### config.mk
export PLATFORM = sky130hd
export DESIGN_NAME = cv32e41s_alert_escalator
export DESIGN_NICKNAME = d
export VERILOG_FILES = /design/src/rtl/cv32e41s_pkg.sv /design/src/rtl/cv32e41s_sffs.sv /design/src/rtl/cv32e41s_alert_escalator.sv
export SDC_FILE = /design/constraint.sdc
export NUM_CORES = 1
export LEC_CHECK = 0
export CAP_MARGIN = 15
export CORE_UTILIZATION = 40
export DETAILED_ROUTE_END_ITERATION = 8
export GPL_TIMING_DRIVEN = 0
export MAX_ROUTING_LAYER = met4
export PLACE_DENSITY = 0.69
export SYNTH_ARGS = -nofsm -noshare
export SYNTH_HDL_FRONTEND = slang
export SYNTH_SLANG_ARGS = --single-unit
### constraint.sdc
create_clock -name clk -period 5.4 [get_ports clk]
set_clock_uncertainty 0.15 [all_clocks]
set_input_delay 1.08 -clock clk [delete_from_list [all_inputs] [get_ports clk]]
set_output_delay 1.08 -clock clk [all_outputs]
set_load 0.005 [all_outputs]
### src/rtl/cv32e41s_pkg.sv
// Shared types and constants for the cv32e41s alert escalation logic.
package cv32e41s_pkg;

  localparam int unsigned ALERT_CNT_W   = 8;
  localparam int unsigned ALERT_TIMER_W = 16;

  // The encodings are at least two bits apart, so a single upset always gives an illegal code.
  typedef enum logic [2:0] {
    IDLE  = 3'b000,
    COUNT = 3'b011,
    MAJOR = 3'b101
  } alert_state_e;

  function automatic logic alert_state_legal(input logic [2:0] s);
    return (s == IDLE) || (s == COUNT) || (s == MAJOR);
  endfunction

endpackage

### src/rtl/cv32e41s_sffs.sv
// Set-type hardened flop: asynchronously sets to 1 on reset.
module cv32e41s_sffs (
  input  logic clk,
  input  logic rst_n,
  input  logic d_i,
  output logic q_o
);

  always_ff @(posedge clk or negedge rst_n) begin
    if (!rst_n) q_o <= 1'b1;
    else        q_o <= d_i;
  end

endmodule

### src/rtl/cv32e41s_alert_escalator.sv
// Minor/major alert aggregator: a burst of minor alerts inside a sliding window escalates
// to a sticky major alert. The FSM state is guarded by a complemented shadow copy.
module cv32e41s_alert_escalator
  import cv32e41s_pkg::*;
#(
  parameter int unsigned MINOR_THRESHOLD = 4,
  parameter int unsigned WINDOW_CYCLES   = 1024
) (
  input  logic                   clk,
  input  logic                   rst_n,
  input  logic                   minor_alert_i,
  input  logic                   major_alert_i,
  output logic                   alert_minor_o,
  output logic                   alert_major_o,
  output logic [ALERT_CNT_W-1:0] minor_cnt_o
);

  if (MINOR_THRESHOLD < 2 || MINOR_THRESHOLD > 255) begin : g_thr_chk
    $error("MINOR_THRESHOLD must be in 2..255");
  end
  if (WINDOW_CYCLES < MINOR_THRESHOLD || WINDOW_CYCLES > 65535) begin : g_win_chk
    $error("WINDOW_CYCLES must be in MINOR_THRESHOLD..65535");
  end

  localparam logic [ALERT_CNT_W-1:0]   THR      = ALERT_CNT_W'(MINOR_THRESHOLD);
  localparam logic [ALERT_TIMER_W-1:0] WIN_LAST = ALERT_TIMER_W'(WINDOW_CYCLES - 1);

  alert_state_e             r_state, w_state_nxt;
  logic [ALERT_CNT_W-1:0]   r_cnt, w_cnt_nxt, w_cnt_inc;
  logic [ALERT_TIMER_W-1:0] r_timer, w_timer_nxt;
  logic                     r_alert_minor, r_alert_major;
  logic [2:0]               w_shadow, w_shadow_d;
  logic                     w_fault;

  assign w_cnt_inc = r_cnt + 1'b1;
  assign w_fault   = (3'(r_state) != ~w_shadow) || !alert_state_legal(3'(r_state));

  // NOTE: every combinational output gets a default first, so no path can infer a latch.
  always_comb begin
    w_state_nxt = r_state;
    w_cnt_nxt   = r_cnt;
    w_timer_nxt = r_timer;
    unique case (r_state)
      IDLE: begin
        if (minor_alert_i) begin
          w_state_nxt = COUNT;
          w_cnt_nxt   = 8'd1;
          w_timer_nxt = WIN_LAST;
        end
      end
      COUNT: begin
        w_timer_nxt = r_timer - 1'b1;
        if (r_timer == '0) begin
          // Window expired: an alert arriving now opens a fresh window.
          if (minor_alert_i) begin
            w_cnt_nxt   = 8'd1;
            w_timer_nxt = WIN_LAST;
          end else begin
            w_state_nxt = IDLE;
            w_cnt_nxt   = '0;
            w_timer_nxt = '0;
          end
        end else if (minor_alert_i) begin
          w_cnt_nxt = w_cnt_inc;
          if (w_cnt_inc == THR) w_state_nxt = MAJOR;
        end
      end
      MAJOR: ;
      default: ;
    endcase
    if (major_alert_i || w_fault) w_state_nxt = MAJOR;
  end

  assign w_shadow_d = ~3'(w_state_nxt);

  for (genvar i = 0; i < 3; i++) begin : g_shadow
    cv32e41s_sffs u_sffs (
      .clk   (clk),
      .rst_n (rst_n),
      .d_i   (w_shadow_d[i]),
      .q_o   (w_shadow[i])
    );
  end

  // NOTE: sequential state uses non-blocking assignments so every flop samples pre-edge values.
  always_ff @(posedge clk or negedge rst_n) begin
    if (!rst_n) begin
      r_state       <= IDLE;
      r_cnt         <= '0;
      r_timer       <= '0;
      r_alert_minor <= 1'b0;
      r_alert_major <= 1'b0;
    end else begin
      r_state       <= w_state_nxt;
      r_cnt         <= w_cnt_nxt;
      r_timer       <= w_timer_nxt;
      r_alert_minor <= minor_alert_i;
      r_alert_major <= (w_state_nxt == MAJOR);
    end
  end

  assign alert_minor_o = r_alert_minor;
  assign alert_major_o = r_alert_major;
  assign minor_cnt_o   = r_cnt;

endmodule

# Word level (Yosys, flattened, before mapping)
# Cells that the tools add are included.
classes:
  bitwise: 2
  addsub: 2
  n_reduce_logical: 10
  eq_ne: 7
  muxes: 16
op_table:
  columns: ["operator", "n"]
  rows:
  - ["16-bit 2-to-1 mux", 2]
  - ["16-bit one-hot mux with 2 select lines", 1]
  - ["8-bit 2-to-1 mux", 3]
  - ["3-bit 2-to-1 mux", 6]
  - ["16-bit logical NOT", 1]
  - ["8-bit one-hot mux with 2 select lines", 1]
  - ["16-bit by 1-bit subtractor with 16-bit output (second input constant)", 1]
  - ["10-bit 2-to-1 mux", 1]
  - ["8-bit by 1-bit adder with 8-bit output (second input constant)", 1]
  - ["8-bit by 3-bit == test with 1-bit output (second input constant)", 1]
  - ["3-bit == test (second input constant)", 2]
  - ["3-bit inverter", 2]
  - ["3-bit one-hot mux with 2 select lines", 1]
  - ["1-bit logical OR", 4]
  - ["3-bit by 2-bit == test with 1-bit output (second input constant)", 1]
  - ["3-bit logical NOT", 1]
  - ["3-bit by 2-bit != test with 1-bit output (second input constant)", 1]
  - ["3-bit != test", 1]
  - ["3-bit AND reduction", 1]
  - ["2-bit != test (second input constant)", 1]
  - ["2-bit AND reduction", 1]
  - ["2-bit nonzero test", 1]
  - ["1-bit logical NOT", 1]
  - ["1-bit 2-to-1 mux", 1]
totals:
  regBits: 32
  out_inout_bits: 10
  word_cells: 45
  input_bits: 4

# Depth between registers and ports, before layout
logic_depth:
  depth_word: 8
  ltp_mapped: 8
  mapped_depth_nobuf: 7

# Hierarchy
# From an unflattened synthesis, not the netlist that was laid out.
hier_totals:
  cells_unflattened: 211
  hier_area_um2: 1909.3
modules_own_cells:
  columns: ["module", "seq_area_each_um2", "n_inst", "area_per_inst_um2", "cells_each"]
  rows:
  - ["cv32e41s_alert_escalator", 725.7, 1, 1830.5, 208]
  - ["cv32e41s_sffs", 26.3, 3, 26.3, 1]

# Worst setup path after synthesis
# Ideal clock, no wire load.
synth_timing:
  path_type: "input -> register"
  start: "input minor_alert_i"
  end: "register r_state[1]"
  setup_ns: 0.129
  path_slack_ns: 2.943
  t_arrival_ns: 2.178
  stages: 5
  path_cell_list: "clkbuf_1 nand2_1 or4_4 nor4_2 nor3_1"
synth_via:
  elab_chain_cells: 4
synth_rtl:
  columns: ["item", "line_no", "text"]
  rows:
  - ["start, declared", "cv32e41s_alert_escalator.sv:11", "input logic minor_alert_i,"]
  - ["3-bit 2-to-1 mux, on equally long branches", "cv32e41s_alert_escalator.sv:63, cv32e41s_alert_escalator.sv:55", null]
  - ["3-bit 2-to-1 mux", "cv32e41s_alert_escalator.sv:53", "if (r_timer == '0) begin"]
  - ["3-bit one-hot mux with 2 select lines (*)", "cv32e41s_alert_escalator.sv:43", "unique case (r_state)"]
  - ["3-bit 2-to-1 mux (*)", "cv32e41s_alert_escalator.sv:71", "if (major_alert_i || w_fault) w_state_nxt = MAJOR;"]
  - ["named net w_state_nxt[1]", "cv32e41s_alert_escalator.sv:28", "alert_state_e r_state, w_state_nxt;"]
  - ["end signal, assigned", "cv32e41s_alert_escalator.sv:94", "r_state <= w_state_nxt;"]
  - ["end, declared", "cv32e41s_alert_escalator.sv:28", null]
# The timed path passes the listed nets; every way through them passes the cells marked *.
# A chain may end at the register's enable or synchronous reset.

# Worst setup path in the final report
layout_timing:
  start: "input minor_alert_i"
  end: "register r_timer[8]"
layout_via:
  elab_chain_cells: 3
layout_rtl:
  columns: ["item", "line_no", "text"]
  rows:
  - ["10-bit 2-to-1 mux", "cv32e41s_alert_escalator.sv:55", "if (minor_alert_i) begin"]
  - ["16-bit 2-to-1 mux", "cv32e41s_alert_escalator.sv:53", null]
  - ["16-bit one-hot mux with 2 select lines", "cv32e41s_alert_escalator.sv:43", null]
  - ["end signal, assigned", "cv32e41s_alert_escalator.sv:96", "r_timer <= w_timer_nxt;"]
  - ["end, declared", "cv32e41s_alert_escalator.sv:30", "logic [ALERT_TIMER_W-1:0] r_timer, w_timer_nxt;"]
# Several ways; a longest one is shown, not always the timed one.

==> results.yml <==
floorplan:
  start_util_pct: 41.8
  dieArea_um2: 5250
  row_count: 25
  die_w_um: 72.5
  fp.dieH_um: 72.5
  boundaryPins: 14
  core_area_um2: 4750
power_and_ir_drop:
  p_leak_nw: 0.844
  cellPowerDensity_nw_per_um2: 196
  ir_drop_mv: 0.0718
  fin_total_pwr_mw: 0.447
run_status:
  outcome: "completed"
cells_and_area:
  areaGrowthSynthToFinish_pct: 14.6
  post_route_cells_drive_above_1_share_pct: 11.7
  fin_cells: 314
  diodes: 0
  final_core_util_pct: 47.9
  fin_area_um2: 2280
  fin_nets: 253
placed_design:
  placed_cell_area_um2: 2200
  dp.final_hpwl_mm: 3.14
  place_ws_ns: 2.06
  portBuffers: 13
  dp.cells: 306
  routabilityCongestion: 0.869
clock_tree:
  cts_setup_buffers: 0
  clock_latency_ns: 0.29
  clk_pin_slew_worst_paths_ns: 0.06
  cts_hold_buf: 0
  htree_levels: 2
  clock-root-buffer: "clkbuf_8"
  cts_tree: "done"
  clock_path_buffers: 2
  cts.sinks: 32
  cts.repair.resized: 0
  numCtsBuffers: 5
sta:
  fin_ws_ns: 2.33
  tns_ns: 0
  grt_setup_unrepaired: "false"
  slew_headroom_pct: 48.4
  clock.fmax_ghz: 0.325
  finalHoldViolCount: 0
  worst_pin_slew_ns: 0.774
  finalMaxSlewViolations: 0
  setup-violations-final: 0
  period_needed_ns: 3.07
  min_period_over_period_pct: 56.9
  hold_ws_ns: 0.362
logic_synthesis:
  synth_nets: 233
  synthTopCellsByCount: "dfrtp_1, a21oi_1, o21ai_0, nor2_1, nand2_1"
  synth_cell_type_count: 55
  syn_avg_cell_area_um2: 8.79
  ys_warn_count: 0
  netlist.area_leader.share_pct: 36.5
  yosys-top-cells-area: "dfrtp_1, a21oi_1, o21ai_0, dfstp_2, nor2_1"
  synth_edf_count: 0
  yosys_register_bits: 32
  syn_area_um2: 1990
  synth_ff_type: "dfrtp_1"
  yosysTopAreaCell: "dfrtp_1"
  netlist_instances: 226
  yosysSeqAreaShare_pct: 40.5
  async_reset_ff_share_pct: 100
  yosysMostFrequentCell: "dfrtp_1"
global_route:
  use_met3_pct: 4.72
  grt_antenna_before_repair: 0
  grt_max_degree: 33
  grt_use_total_pct: 19.5
  top_usage_layer: "met2"
  use_met2_pct: 28.8
  grt_pass1_wl_mm: 7.60
  use_met1_pct: 25.3
  grt_pass1_vias: 1618
  grt-ovfl-total: 0
critical_path:
  worstPathCellList: "clkdlybuf4s50_1 > clkbuf_1 > nand2_1 > a21oi_1 > o21ai_0 > a2bb2oi_1"
  crit_cells: 6
  arrival_ns: 3.13
  reg2reg_depth: 8
  reg2reg_to: "r_timer[0]"
  cp-startpoint: "minor_alert_i"
  critical_path.max_stage_delay_ns: 0.65
  cp_top_family: "compound AO/OA/AOI/OAI gates"
  slowest_stage: "a21oi_1"
  cp-start-kind: "input pin"
  r2r-start: "r_timer[0]"
  cp_data_required_time_ns: 5.46
  regToRegSetupSlack_ns: 3.18
  cp_num_buf_inv: 2
  criticalPathCategory: "input pin to register"
  cp_max_fo: 9
  end_kind: "register"
  endpoint: "r_timer[8]"
flow_run:
  maxCapViolCount: 0
drt:
  firstDrtPassIters: 4
  vias: 1776
  routed_via_density: 5.66
  ant_nets: 0
  wl_per_cell_um: 14.1
  drtIter0Drc: 121
  wl_mm: 4.42
  drcViolationCount: 0
worst_hold_path:
  min_path_type: "register to register"
area by class of cell:
type                            instances  area [um2]
Fill cell                             469        2480
Multi-Input combinational cell        174        1080
Sequential cell                        32         805
Timing Repair Buffer                   13         125
Tap cell                               67        83.8
Clock buffer                            7        76.3
Buffer                                 12        71.3
Inverter                                8        30.0
Clock inverter                          1        5.00
where the power goes:
group	total, mW	internal, mW	switching [mW]
Sequential	0.251	0.245	0.00659
Combinational	0.0180	0.00705	0.0109
Clock	0.178	0.0903	0.0874
worst reg2reg max path, stage by stage (launching register included):
cell and delay (ns):
dfrtp_1 0.41, inv_1 0.08, ha_1 0.24, nor2b_1 0.18
and3_4 0.21, and2_4 0.15, buf_6 0.13, mux2_2 0.26
a221o_1 0.29
sequential cells by signal (all words and copies together), names as in the netlist:
name	flops
r_timer	16
minor_cnt_o	8
g_shadow.u_sffs.q_o	3
r_state	3
alert_major_o	1
alert_minor_o	1
placed cells by master (no fill, tap or decap), types with 7 or more instances in the layout:
cell type | synthesis | layout
dfrtp_1 | 29 | 29
a21oi_1 | 24 | 24
o21ai_0 | 22 | 22
nor2_1 | 18 | 18
nand2_1 | 17 | 17
clkdlybuf4s50_1 | 0 | 12
inv_1 | 8 | 8
clkbuf_1 | 6 | 8
nor3_1 | 8 | 8
a31oi_1 | 7 | 7
layer usage:
layer  share of wire [%]  wire [um]
met2                  45       1980
met4                 2.1         93
met3                 4.8        213
met5                   0          0
met1                  48       2140
cells by family after synthesis:
kind of cell	synth area share, %
DFF	40.5
xor gates and xnor gates	1.76
buffers and inverters	5.10
and+or+nand+nor	24.9
muxes	0.567
adders and majority gates	1.89
AOI/OAI and AO/OA	25.3
worst min-delay path by stage:
stage | start | endpoint | slack, ns | cells after the start
4_1_cts | r_timer[11] | r_timer[11] | 0.36 | 1
3_5_place_dp | r_timer[11] | r_timer[11] | 0.36 | 1
2_1_floorplan | r_timer[11] | r_timer[11] | 0.32 | 1
5_1_grt | r_timer[11] | r_timer[11] | 0.38 | 1
6_report | r_timer[11] | r_timer[11] | 0.36 | 1
3_3_place_gp | r_timer[11] | r_timer[11] | 0.34 | 1
(Power assumes the default switching activity.)
